### src/rtl/mem_stage.sv
// RV32I memory-access stage with MEM/WB pipeline register: issues loads/stores on a
// req/gnt/rvalid bus, aligns load data, stalls upstream while an access is in flight.
module mem_stage #(
  parameter int unsigned TIMEOUT = 255
) (
  input  logic        clk,
  input  logic        rst,
  input  logic        in_valid,
  output logic        in_ready,
  input  logic [31:0] pc4,
  input  logic [31:0] alu_result,
  input  logic [31:0] rs2_data,
  input  logic [4:0]  rd,
  input  logic [2:0]  funct3,
  input  logic        mem_read,
  input  logic        mem_write,
  input  logic [1:0]  mem_to_reg,
  input  logic        reg_write,
  output logic        dmem_req,
  output logic        dmem_we,
  output logic [31:0] dmem_addr,
  output logic [31:0] dmem_wdata,
  output logic [3:0]  dmem_be,
  input  logic        dmem_gnt,
  input  logic        dmem_rvalid,
  input  logic [31:0] dmem_rdata,
  output logic        out_valid,
  output logic [31:0] out_pc4,
  output logic [31:0] out_alu_result,
  output logic [31:0] out_mem_rdata,
  output logic [4:0]  out_rd,
  output logic [1:0]  out_mem_to_reg,
  output logic        out_reg_write,
  output logic        misaligned,
  output logic        bus_err
);
  typedef enum logic [1:0] {S_IDLE, S_REQ, S_WAIT} state_t;
  localparam int CW = (TIMEOUT < 2) ? 1 : $clog2(TIMEOUT + 1);

  state_t        r_state;
  logic [CW-1:0] r_cnt;
  logic [31:0]   r_pc4, r_addr, r_wdata;
  logic [4:0]    r_rd;
  logic [2:0]    r_f3;
  logic          r_we, r_rw;
  logic [1:0]    r_sel;

  logic w_is_mem, w_illegal, w_misal, w_bad;
  logic w_req, w_last, w_fin_store, w_fin_load, w_to, w_fin;
  logic [7:0]  w_byte;
  logic [15:0] w_half;
  logic [31:0] w_load_data;

  // Decode of the incoming instruction, only meaningful for memory ops
  assign w_is_mem  = mem_read | mem_write;
  assign w_illegal = (mem_read & mem_write)
                   | (mem_read & ((funct3 == 3'b011) | (funct3[2:1] == 2'b11)))
                   | (mem_write & (funct3[2] | (funct3[1:0] == 2'b11)));
  assign w_misal   = ((funct3[1:0] == 2'b01) & alu_result[0])
                   | ((funct3[1:0] == 2'b10) & (|alu_result[1:0]));
  assign w_bad     = w_is_mem & (w_illegal | w_misal);

  assign in_ready    = (r_state == S_IDLE);
  assign w_req       = (r_state == S_REQ);
  assign w_last      = (r_cnt == CW'(TIMEOUT - 1));
  assign w_fin_store = w_req & dmem_gnt & r_we;
  assign w_fin_load  = (r_state == S_WAIT) & dmem_rvalid;
  assign w_to        = w_last & ((w_req & ~dmem_gnt) | ((r_state == S_WAIT) & ~dmem_rvalid));
  assign w_fin       = w_fin_store | w_fin_load | w_to;

  assign dmem_req  = w_req;
  assign dmem_we   = w_req & r_we;
  assign dmem_addr = w_req ? {r_addr[31:2], 2'b00} : 32'd0;

  always_comb begin
    dmem_be    = 4'b0000;
    dmem_wdata = 32'd0;
    if (w_req) begin
      case (r_f3[1:0])
        2'b00:   dmem_wdata = {4{r_wdata[7:0]}};
        2'b01:   dmem_wdata = {2{r_wdata[15:0]}};
        default: dmem_wdata = r_wdata;
      endcase
      if (!r_we)                   dmem_be = 4'b1111;
      else if (r_f3[1:0] == 2'b00) dmem_be = 4'b0001 << r_addr[1:0];
      else if (r_f3[1:0] == 2'b01) dmem_be = 4'b0011 << {r_addr[1], 1'b0};
      else                         dmem_be = 4'b1111;
    end
  end

  always_comb begin
    case (r_addr[1:0])
      2'b00:   w_byte = dmem_rdata[7:0];
      2'b01:   w_byte = dmem_rdata[15:8];
      2'b10:   w_byte = dmem_rdata[23:16];
      default: w_byte = dmem_rdata[31:24];
    endcase
    w_half = r_addr[1] ? dmem_rdata[31:16] : dmem_rdata[15:0];
    case (r_f3)
      3'b000:  w_load_data = {{24{w_byte[7]}}, w_byte};
      3'b100:  w_load_data = {24'd0, w_byte};
      3'b001:  w_load_data = {{16{w_half[15]}}, w_half};
      3'b101:  w_load_data = {16'd0, w_half};
      default: w_load_data = dmem_rdata;
    endcase
  end

  always_ff @(posedge clk or posedge rst) begin
    if (rst) begin
      r_state        <= S_IDLE;
      r_cnt          <= '0;
      r_pc4          <= '0;
      r_addr         <= '0;
      r_wdata        <= '0;
      r_rd           <= '0;
      r_f3           <= '0;
      r_we           <= 1'b0;
      r_rw           <= 1'b0;
      r_sel          <= '0;
      out_valid      <= 1'b0;
      out_pc4        <= '0;
      out_alu_result <= '0;
      out_mem_rdata  <= '0;
      out_rd         <= '0;
      out_mem_to_reg <= '0;
      out_reg_write  <= 1'b0;
      misaligned     <= 1'b0;
      bus_err        <= 1'b0;
    end else begin
      out_valid  <= 1'b0;
      misaligned <= 1'b0;
      bus_err    <= 1'b0;
      case (r_state)
        S_IDLE: if (in_valid) begin
          r_pc4   <= pc4;
          r_addr  <= alu_result;
          r_wdata <= rs2_data;
          r_rd    <= rd;
          r_f3    <= funct3;
          r_we    <= mem_write;
          r_rw    <= reg_write;
          r_sel   <= mem_to_reg;
          if (!w_is_mem || w_bad) begin
            out_valid      <= 1'b1;
            out_pc4        <= pc4;
            out_alu_result <= alu_result;
            out_rd         <= rd;
            out_mem_to_reg <= mem_to_reg;
            out_reg_write  <= reg_write & ~w_bad;
            misaligned     <= w_bad;
          end else begin
            r_state <= S_REQ;
            r_cnt   <= '0;
          end
        end
        S_REQ: begin
          if (dmem_gnt && !r_we) begin
            r_state <= S_WAIT;
            r_cnt   <= '0;
          end else begin
            r_cnt <= r_cnt + 1'b1;
          end
        end
        S_WAIT: r_cnt <= r_cnt + 1'b1;
        default: r_state <= S_IDLE;
      endcase
      // Completion of a bus access (store grant, load data, or timeout abort)
      if (w_fin) begin
        r_state        <= S_IDLE;
        out_valid      <= 1'b1;
        out_pc4        <= r_pc4;
        out_alu_result <= r_addr;
        out_rd         <= r_rd;
        out_mem_to_reg <= r_sel;
        out_reg_write  <= r_rw & ~w_to;
        bus_err        <= w_to;
        if (w_fin_load)  out_mem_rdata <= w_load_data;
        else if (w_to)   out_mem_rdata <= 32'd0;
      end
    end
  end
endmodule

### config.mk
export PLATFORM = sky130hd
export DESIGN_NAME = mem_stage
export DESIGN_NICKNAME = d
export VERILOG_FILES = /design/src/rtl/mem_stage.sv
export SDC_FILE = /design/constraint.sdc
export NUM_CORES = 1
export LEC_CHECK = 0
export ABC_AREA = 0
export BUFFER_PORTS_ARGS = -buffer_cell sky130_fd_sc_hd__buf_4
export CORE_MARGIN = 2
export CORE_UTILIZATION = 47
export DETAILED_ROUTE_END_ITERATION = 8
export GPL_TIMING_DRIVEN = 0
export PLACE_DENSITY = 0.77
export SKIP_CTS_REPAIR_TIMING = 1
export SYNTH_ARGS = -nofsm -noshare
export SYNTH_HDL_FRONTEND = slang
export SYNTH_SLANG_ARGS = --single-unit
### constraint.sdc
create_clock -name clk -period 6.2 [get_ports clk]
set_clock_uncertainty 0.1 [all_clocks]
set_input_delay 0.31 -clock clk [delete_from_list [all_inputs] [get_ports clk]]
set_output_delay 0.31 -clock clk [all_outputs]
set_load 0.05 [all_outputs]
==> impl_metrics.yaml <==
floorplanning:
  ioPinCount: 324
  die_y_um: 155
  coreArea_um2: 22500
  initial_utilization_pct: 47.7
  die_x_um: 155
  rows: 55
  dieArea_um2: 24100
pwr:
  powerDensity_nw_per_um2: 549
  p_int_mw: 4.64
  power_leakage_nw: 7.52
  p_comb_share_pct: 52.4
  p_sw_mw: 3.97
  clockPowerShare_pct: 17.1
  power.ir.vdd_worst_mv: 0.362
  switching_share_pct: 46.1
  p_total_mw: 8.61
  p_seq_share_pct: 30.5
routing:
  totalWireLength_mm: 33.4
  top_layer_used: "met4"
  drt_iter0_drc: 601
  vias_per_cell: 5.37
  met3_wirelength_mm: 2.09
  drt_pass1_iterations: 5
  wl_met1_mm: 13.9
  met2_length_mm: 16.5
  final_antenna_net_count: 0
  remaining_drc_errors: 0
  post_drt_wl_per_cell_um: 19.3
  vias: 9269
timing:
  fin_tns_setup_ps: 0
  timing.fmax_ghz: 0.300
  final.min_clock_period_ps: 3330
  rsz0062_at_grt: "false"
  slew_viol_final: 0
  tightest_slew_ps: 878
  final.period_utilization_pct: 53.7
  hold_slack_ps: -21.1
  max_slew_margin_pct: 41.0
  setup_slack_ps: 2870
  hold_viol_final: 2
  setup_violations: 0
placed_design:
  dp.cells: 1557
  dpl_cell_area_um2: 13600
  port_buffers: 321
  pre_cts_ws_ps: 3380
  dpl.hpwl_mm: 22.8
  place_congestion: 0.898
setup_path:
  critPathLaunchType: "register"
  cp_common_cell: "clkbuf_1"
  worst_setup_path_end_kind: "output port"
  cp.arrival_ps: 2920
  cp.required_ps: 5790
  cp_slowest_cell: "clkbuf_1"
  crit_path_max_fanout: 10
  criticalPathCategory: "register to output port"
  max_stage_delay_ps: 600
  cp_cell_sequence: "inv_1, ha_1, clkbuf_1, clkbuf_1, and2_1, buf_4"
global_route:
  grtUsageTotal_pct: 24.9
  grt_pass1_wl_mm: 47.4
  grt_overflow_total: 0
  grt_pass1_vias: 8640
  grt_max_degree: 40
  antenna_found_initial: 3
cells_and_area:
  final_cells: 1726
  seq_area_um2: 5630
  final_cell_mix: "buf_4 (324), dfrtp_1 (225), dlygate4sd3_1 (124)"
  drive_gt1_share_pct: 36.1
  syn2layout_area_growth_pct: 46.1
  postLayoutCellArea_um2: 15700
  fillers: 1640
  final_common_cell: "buf_4"
  multi_input_area_um2: 4650
  nets: 1576
  post-route-util_pct: 69.7
yosys:
  post_synth_main_area_contributors: "dfrtp_1 (52%), mux2_2 (11%), mux2i_1 (8.3%), a21oi_1 (3.5%), nor2_1 (3.1%)"
  synth_ff_type: "dfrtp_1"
  yosys.area.top_type: "dfrtp_1"
  synth_top_cell_area_share_pct: 52.5
  ys_warn_count: 0
  async_reset_ff_share_pct: 100
  netlist_area_um2: 10700
  syn-instance-count: 944
  synth-seq-cells: 225
  synthDistinctLibCells: 48
  synth.yosys.seq_area_share_pct: 52.5
  synth-edff-count: 0
  avgSynthCellArea_um2: 11.4
cts:
  cts-root-buf: "clkbuf_16"
  clk_pin_slew_ps: 60
  htree_num_levels: 1
  cts_buffers: 25
  clock_latency_ps: 520
  cts_tree: "done"
  cts_sinks: 225
  clock_path_buffers: 3
run_status:
  status: "finished, violations left"
  violations: "negative hold slack"
job:
  maxCapViolations: 0
hold_path:
  hp-class: "input port to register"
==> synthesized netlist by cell type (7+ instances only) <==
cell,number
a211oi_1,8
a21boi_0,9
a21oi_1,74
a221o_2,10
and2_1,50
buf_12,8
buf_2,7
clkbuf_1,42
dfrtp_1,225
ha_1,7
inv_1,14
mux2_2,108
mux2i_1,89
nand2_1,60
nand2b_1,10
nor2_1,88
nor2b_1,23
o21ai_0,34
o221ai_1,7
==> power groups by stage <==
stage	sequential (mW)	combinational [mW]	clock (mW)
after floorplan	3.69	1.97	0
after global placement	2.59	4.35	0
after detailed placement	2.62	4.42	0
after CTS	2.61	4.43	1.49
after global routing	2.70	4.76	1.56
final	2.62	4.51	1.47
==> cells by family after synthesis <==
kind of cell,count (synthesis),synth area share [%]
fa+ha+maj,7,0.816
flops,225,52.5
other cells,1,0.0349
buf+inv,79,4.23
simple gates,254,11.3
mux,198,19.8
compound gates,180,11.3
==> routing by layer <==
layer,vias up,global-route usage [%]
met1,4582,33.2
met5,-,0
met3,69,5.13
met4,0,6.70
met2,348,41.7
li1,4270,-
==> final timing paths <==
path	start	to	slack [ps]	cells past startpoint
max reg2reg	r_state[1]$_DFFE_PP0P_	out_pc4[7]$_DFFE_PP0P_	3370	7
min in group asynchronous	rst	r_wdata[2]$_DFFE_PP0P_	290	3
max in group asynchronous	rst	out_alu_result[18]$_DFFE_PP0P_	4630	6
max	r_state[1]$_DFFE_PP0P_	dmem_wdata[28]	2870	6
min	dmem_rdata[0]	out_mem_rdata[0]$_DFFE_PP0P_	-20	3
min reg2reg	out_mem_rdata[3]$_DFFE_PP0P_	out_mem_rdata[3]$_DFFE_PP0P_	380	2
==> final cells by class <==
| cell class | count | share of cell area [%] |
|---|---|---|
| well taps | 285 | 2.27 |
| clock inverters | 9 | 0.630 |
| repair buffers | 451 | 24.1 |
| diodes | 3 | 0.0479 |
| flip-flops and latches | 225 | 35.9 |
| clock buffers | 33 | 4.50 |
| plain buffers | 65 | 2.56 |
| inverters | 14 | 0.359 |
| multi-input cells | 641 | 29.7 |
==> worst max-delay path: cells and delay by family, from the launching register on <==
kind / cells / cell delay, ps
DFF: 1 / 410
buffers and inverters: 4 / 1410
adders and majority gates: 1 / 340
and+or+nand+nor: 1 / 230
(Power assumes the default switching activity.)
